**config.mk**
```make
export PLATFORM = sky130hd
export DESIGN_NAME = pad_serializer
export DESIGN_NICKNAME = d
export VERILOG_FILES = /design/src/rtl/pad_serializer.sv
export SDC_FILE = /design/constraint.sdc
export NUM_CORES = 1
export LEC_CHECK = 0
export ABC_AREA = 1
export CAP_MARGIN = 25
export CELL_PAD_IN_SITES_DETAIL_PLACEMENT = 1
export CELL_PAD_IN_SITES_GLOBAL_PLACEMENT = 1
export CORE_ASPECT_RATIO = 1.75
export CORE_UTILIZATION = 40
export CTS_CLUSTER_SIZE = 25
export DETAILED_ROUTE_END_ITERATION = 6
export PLACE_DENSITY = 0.95
export RECOVER_POWER = 50
export SKIP_LAST_GASP = 1
export SLEW_MARGIN = 5
export SYNTH_ARGS = -nofsm -noshare
export SYNTH_HDL_FRONTEND = slang
export SYNTH_SLANG_ARGS = --single-unit
```
**constraint.sdc**
```tcl
create_clock -name clk_i -period 3.7 [get_ports clk_i]
set_input_delay 0.74 -clock clk_i [delete_from_list [all_inputs] [get_ports clk_i]]
set_output_delay 0.74 -clock clk_i [all_outputs]
set_load 0.03 [all_outputs]
```
**src/rtl/pad_serializer.sv**
```systemverilog
// Pad-side serializer: captures a parallel word on valid/ready and shifts it out
// MSB-first on a three-wire SPI mode-0 link. Every pad-facing output is a flop.
module pad_serializer #(
   parameter int unsigned DATA_W  = 16,
   parameter int unsigned CLK_DIV = 4
) (
   input  logic              clk_i,
   input  logic              rst_ni,
   input  logic [DATA_W-1:0] data_i,
   input  logic              valid_i,
   output logic              ready_o,
   output logic              sclk_o,
   output logic              sdo_o,
   output logic              cs_no,
   output logic              busy_o,
   output logic              frame_done_o
);

   // state | meaning
   // IDLE  | no frame; ready_o high, waiting for valid_i
   // LOW   | sclk low half of a bit; sdo_o holds the current bit
   // HIGH  | sclk high half of a bit; the receiver samples on entry
   // GAP   | cs_no released, recovery time before the next accept

   typedef enum logic [1:0] {
      IDLE,
      LOW,
      HIGH,
      GAP
   } state_t;

   localparam int unsigned DIV_W = (CLK_DIV > 1) ? $clog2(CLK_DIV) : 1;
   localparam int unsigned BIT_W = $clog2(DATA_W);
   localparam logic [DIV_W-1:0] DIV_LAST = DIV_W'(CLK_DIV - 1);
   localparam logic [BIT_W-1:0] BIT_LAST = BIT_W'(DATA_W - 1);

   state_t            state, state_nxt;
   logic [DIV_W-1:0]  div_cnt, div_nxt;
   logic [BIT_W-1:0]  bit_cnt, bit_nxt;
   logic [DATA_W-1:0] shift_q, shift_nxt;
   logic              sclk_nxt, sdo_nxt, cs_nxt, done_nxt, ready_nxt;
   logic              div_tc;

   assign div_tc = (div_cnt == DIV_LAST);

   always_comb begin
      state_nxt = state;
      div_nxt   = div_cnt;
      bit_nxt   = bit_cnt;
      shift_nxt = shift_q;
      sclk_nxt  = sclk_o;
      sdo_nxt   = sdo_o;
      cs_nxt    = cs_no;
      done_nxt  = 1'b0;
      ready_nxt = ready_o;

      case (state)
         IDLE: begin
            if (valid_i && ready_o) begin
               state_nxt = LOW;
               shift_nxt = data_i;
               sdo_nxt   = data_i[DATA_W-1];
               cs_nxt    = 1'b0;
               div_nxt   = '0;
               bit_nxt   = '0;
               ready_nxt = 1'b0;
            end
         end

         LOW: begin
            if (div_tc) begin
               state_nxt = HIGH;
               sclk_nxt  = 1'b1;
               div_nxt   = '0;
            end else begin
               div_nxt = div_cnt + 1'b1;
            end
         end

         HIGH: begin
            if (div_tc) begin
               sclk_nxt = 1'b0;
               div_nxt  = '0;
               if (bit_cnt == BIT_LAST) begin
                  // last bit done: release the frame together with the falling sclk
                  state_nxt = GAP;
                  cs_nxt    = 1'b1;
                  sdo_nxt   = 1'b0;
                  done_nxt  = 1'b1;
               end else begin
                  state_nxt = LOW;
                  sdo_nxt   = shift_q[DATA_W-2];
                  shift_nxt = {shift_q[DATA_W-2:0], 1'b0};
                  bit_nxt   = bit_cnt + 1'b1;
               end
            end else begin
               div_nxt = div_cnt + 1'b1;
            end
         end

         GAP: begin
            if (div_tc) begin
               state_nxt = IDLE;
               ready_nxt = 1'b1;
               div_nxt   = '0;
            end else begin
               div_nxt = div_cnt + 1'b1;
            end
         end

         default: begin
            state_nxt = IDLE;
            ready_nxt = 1'b1;
            cs_nxt    = 1'b1;
            sclk_nxt  = 1'b0;
            sdo_nxt   = 1'b0;
         end
      endcase
   end

   always_ff @(posedge clk_i) begin
      if (!rst_ni) begin
         state        <= IDLE;
         div_cnt      <= '0;
         bit_cnt      <= '0;
         shift_q      <= '0;
         sclk_o       <= 1'b0;
         sdo_o        <= 1'b0;
         cs_no        <= 1'b1;
         frame_done_o <= 1'b0;
         ready_o      <= 1'b1;
         busy_o       <= 1'b0;
      end else begin
         state        <= state_nxt;
         div_cnt      <= div_nxt;
         bit_cnt      <= bit_nxt;
         shift_q      <= shift_nxt;
         sclk_o       <= sclk_nxt;
         sdo_o        <= sdo_nxt;
         cs_no        <= cs_nxt;
         frame_done_o <= done_nxt;
         ready_o      <= ready_nxt;
         busy_o       <= ~ready_nxt;
      end
   end

endmodule

```
==> results.md <==
- The first global-routing pass estimated 5.82 mm of wire.
- For flop-to-flop paths, the worst setup slack is 1620 ps.
- The flow ran to the end, and the final reports show no timing, DRC or antenna violations.
- For this block, the initial DRC count from the detailed router was 8.
- The number of different library cells in the post-synthesis netlist is 22.
- The number of violations of the max-capacitance limit is 0.
- The data required time of the critical path is about 4000 ps.
- Across the whole layout, storage elements account for approximately 580 sq um.
- Setup repair after global routing left no endpoint under its margin.
- Synthesis produced 200 cells.
- Measured along the y axis, the die boundary spans 82.4 um.
- After clock tree synthesis, the repair step resized 0 gates.
- The total area inside the core boundary comes to 3470 sq um.
- The number of global-route vias before repair is between 1000 and 1500.
- Routability-driven placement finished with a final weighted congestion of a little under 0.8.
- For this run, the share of the core covered by cells in the final layout is 0.523.
- Summing internal, switching and leakage power gives 1.52 mW.
- The detail route stage leaves a number of antenna-violating nets equal to 0.
- After detailed routing, the number of remaining DRC violations is 0.
- The final count of pins violating max slew came to 0.
- The leading cell type in the layout, fill and taps excluded is sky130_fd_sc_hd__nand2_1.
- In this run the worst setup path begins at rst_ni.
- The worst setup path is captured at a flop.
- Measured against its own limit, the worst slew margin works out to 0.301.
- The count of endpoints failing hold in the final timing report came to 0.
- For this configuration, the core starts out at a cell density of 0.426.
- The clock reaches the later pin of the worst-skew pair after roughly 280 ps.
- Port buffering added 24 buffers.
- The area of the multi-input gates is slightly below 800 sq um.
- The initialized floorplan defines 28 standard-cell rows.
- The sequential share of the synthesized area is 0.393.
- The slew at the pin closest to its max-slew limit is 1050 ps.
- Of the cells placed in the final design, the portion with a size suffix greater than 1 is 0.0573.
- The combined area of all synthesized cells is 1480 sq um.
- The number of sinks driven by the clock tree is 29.
- The total wire length after detailed routing is 3.46 mm.
- The antenna diode count is 0.
- The top achievable clock speed is 0.400 GHz.
- Detailed placement ended at an HPWL of 2.56 mm.
- The number of nets in the synthesized netlist is 226.
- The number of vias per cell after detailed routing is around 5.
- The average detailed-routed wire length per instance is 12.7 um.
- The origin of the critical flop-to-flop path is state[0].
- The CTS tree is built.
- The power per unit of standard cell area is 839 nW/um^2.
- The die width is between 40 and 50 um.
- The level count of the clock H-tree is 2.
- The total via count after detailed routing is 1337.
- The layout net count is 252.
- The startpoint kind of the worst setup timing path is an input port.
- The initial antenna violation count was 0.
- The root buffer cell chosen for the clock tree is sky130_fd_sc_hd__clkbuf_8.
- Dividing the synthesized area by the synthesized cell count gives roughly 7.4 sq um.
- The layout overhead on the synthesized area is 23.0%.
- The Yosys step of the flow raised 0 warnings.
- The count of pins on the block boundary is 25.
- The global router's overall resource usage is 0.214.
- The longest clock path from root to sink contains 2 buffers.
- The pre-antenna-repair detailed-routing pass consisted of 4 iterations.
- The library cells used most frequently in the layout, excluding fill and tap cells, are sky130_fd_sc_hd__nand2_1, sky130_fd_sc_hd__nor2_1, sky130_fd_sc_hd__dfxtp_1.
- The critical path class is input port to flop.
- Buffers inserted to repair hold after CTS numbered 0.
- The kind of path behind the tightest hold check is flop to flop.
- Between clock sinks in the finished design, the worst skew comes to ~2.7 ps.
- The maximum fanout along the worst path is 23.
- The count of non-filler cells in the finished layout is 272.
- The area of the die is 3950 sq um.
- The clock transition at the registers of the reported paths is 60 ps.
- In this run, synthesis produced a sequential element count of 29.
- In this run, placement finished with an instance count of about 260.
- Final hold analysis gives a worst-case slack of 471 ps.
- Entering global routing, the biggest net connects 34 pins.
- The setup TNS after final layout is 0 ps.
- The worst path needs 2500 ps of the cycle, external delays included.
- The leakage component of the power is approximately 0.8 nW.
- Of the available clock period, the critical path in the final layout requires 0.676.
- Global routing finished with a remaining overflow of 0.
- In this run the post-CTS setup repair buffer count came out at 0.
- The final-report setup violation count is 0.
- After filler insertion, the fill cell instance count of the layout stands at 450.
- The data arrival time of the critical path is 2740 ps.
- IR analysis of the VDD net gives a maximum drop of 0.407 mV.
- Counting the buffers created by CTS gives 5.
- The worst hold path begins at sclk_o.
-- logic make-up (layout without fill, tap and decap cells) --
logic type      after synthesis  after routing  synth area share
fa+ha+maj                     7              7            0.0593
mux                          14             14            0.0949
buf+inv                      21             48            0.0686
flops                        29             29             0.393
compound gates               19             19            0.0661
simple gates                110            110             0.318
-- cell usage after synthesis --
library cell                n  share of area
sky130_fd_sc_hd__buf_4      4          0.020
sky130_fd_sc_hd__dfxtp_1   29           0.39
sky130_fd_sc_hd__nand2_1   53           0.13
sky130_fd_sc_hd__mux2i_1   14          0.095
sky130_fd_sc_hd__nor2_4     1         0.0076
sky130_fd_sc_hd__inv_2      2         0.0051
sky130_fd_sc_hd__a21oi_1    8          0.027
sky130_fd_sc_hd__o21ai_1    2         0.0068
sky130_fd_sc_hd__nor2_1    43           0.11
sky130_fd_sc_hd__buf_1      1         0.0025
sky130_fd_sc_hd__o211ai_1   1         0.0051
sky130_fd_sc_hd__nand3_1    6          0.020
sky130_fd_sc_hd__nor2_8     1          0.014
sky130_fd_sc_hd__buf_6      1         0.0076
sky130_fd_sc_hd__nand2_2    2         0.0085
sky130_fd_sc_hd__clkbuf_1   1         0.0025
sky130_fd_sc_hd__nor3b_1    1         0.0051
sky130_fd_sc_hd__ha_1       7          0.059
sky130_fd_sc_hd__nor3_1     2         0.0068
sky130_fd_sc_hd__inv_1     12          0.031
sky130_fd_sc_hd__nand3_4    1          0.012
sky130_fd_sc_hd__o21ai_0    8          0.027
-- layout make-up --
type                       count  share of cell area
clock buffer                   8              0.0441
multi-input combinational    150               0.438
tap                           45              0.0310
sequential                    29               0.320
timing repair buffer          26               0.139
inverter                      14              0.0289
-- flip-flops by register name, summed over array words and instances (netlist names), named ones only --
name / count
sdo_o: 1
frame_done_o: 1
cs_no: 1
shift_q: 15
busy_o: 1
bit_cnt: 4
state: 2
div_cnt: 2
sclk_o: 1
-- through the flow --
stage | cell area (sq um) | worst slack [ps]
5_1_grt | 1820 | 973
2_1_floorplan | 1480 | 2130
4_1_cts | 1820 | 1580
6_report | 1820 | 1200
3_3_place_gp | 1740 | 1450
3_5_place_dp | 1740 | 1380
-- routing by layer --
layer	part of all wire	wire length (um)	track usage
met3	0.025	85	0.0500
met1	0.38	1310	0.194
met2	0.57	1960	0.393
met5	0	0	0
met4	0.029	101	0.133
-- power breakdown --
part / internal (mW) / switching [mW] / total, mW
logic: 0.266 / 0.476 / 0.742
registers: 0.448 / 0.0812 / 0.530
clock network: 0.133 / 0.118 / 0.251
total: 0.847 / 0.675 / 1.52
-- worst paths after layout --
check | end | cells after the start
worst max-delay path | bit_cnt[3] | 6
worst max register to register | bit_cnt[2] | 9
worst min register to register | sclk_o | 2
worst min-delay path | sclk_o | 2
-- worst max-delay path, stage by stage --
cell and delay, ps:
sky130_fd_sc_hd__dlygate4sd3_1 520, sky130_fd_sc_hd__clkbuf_1 770, sky130_fd_sc_hd__inv_1 320, sky130_fd_sc_hd__a21oi_1 250
sky130_fd_sc_hd__nand2_1 80, sky130_fd_sc_hd__inv_1 50
Power figures use the tool's default switching activity.
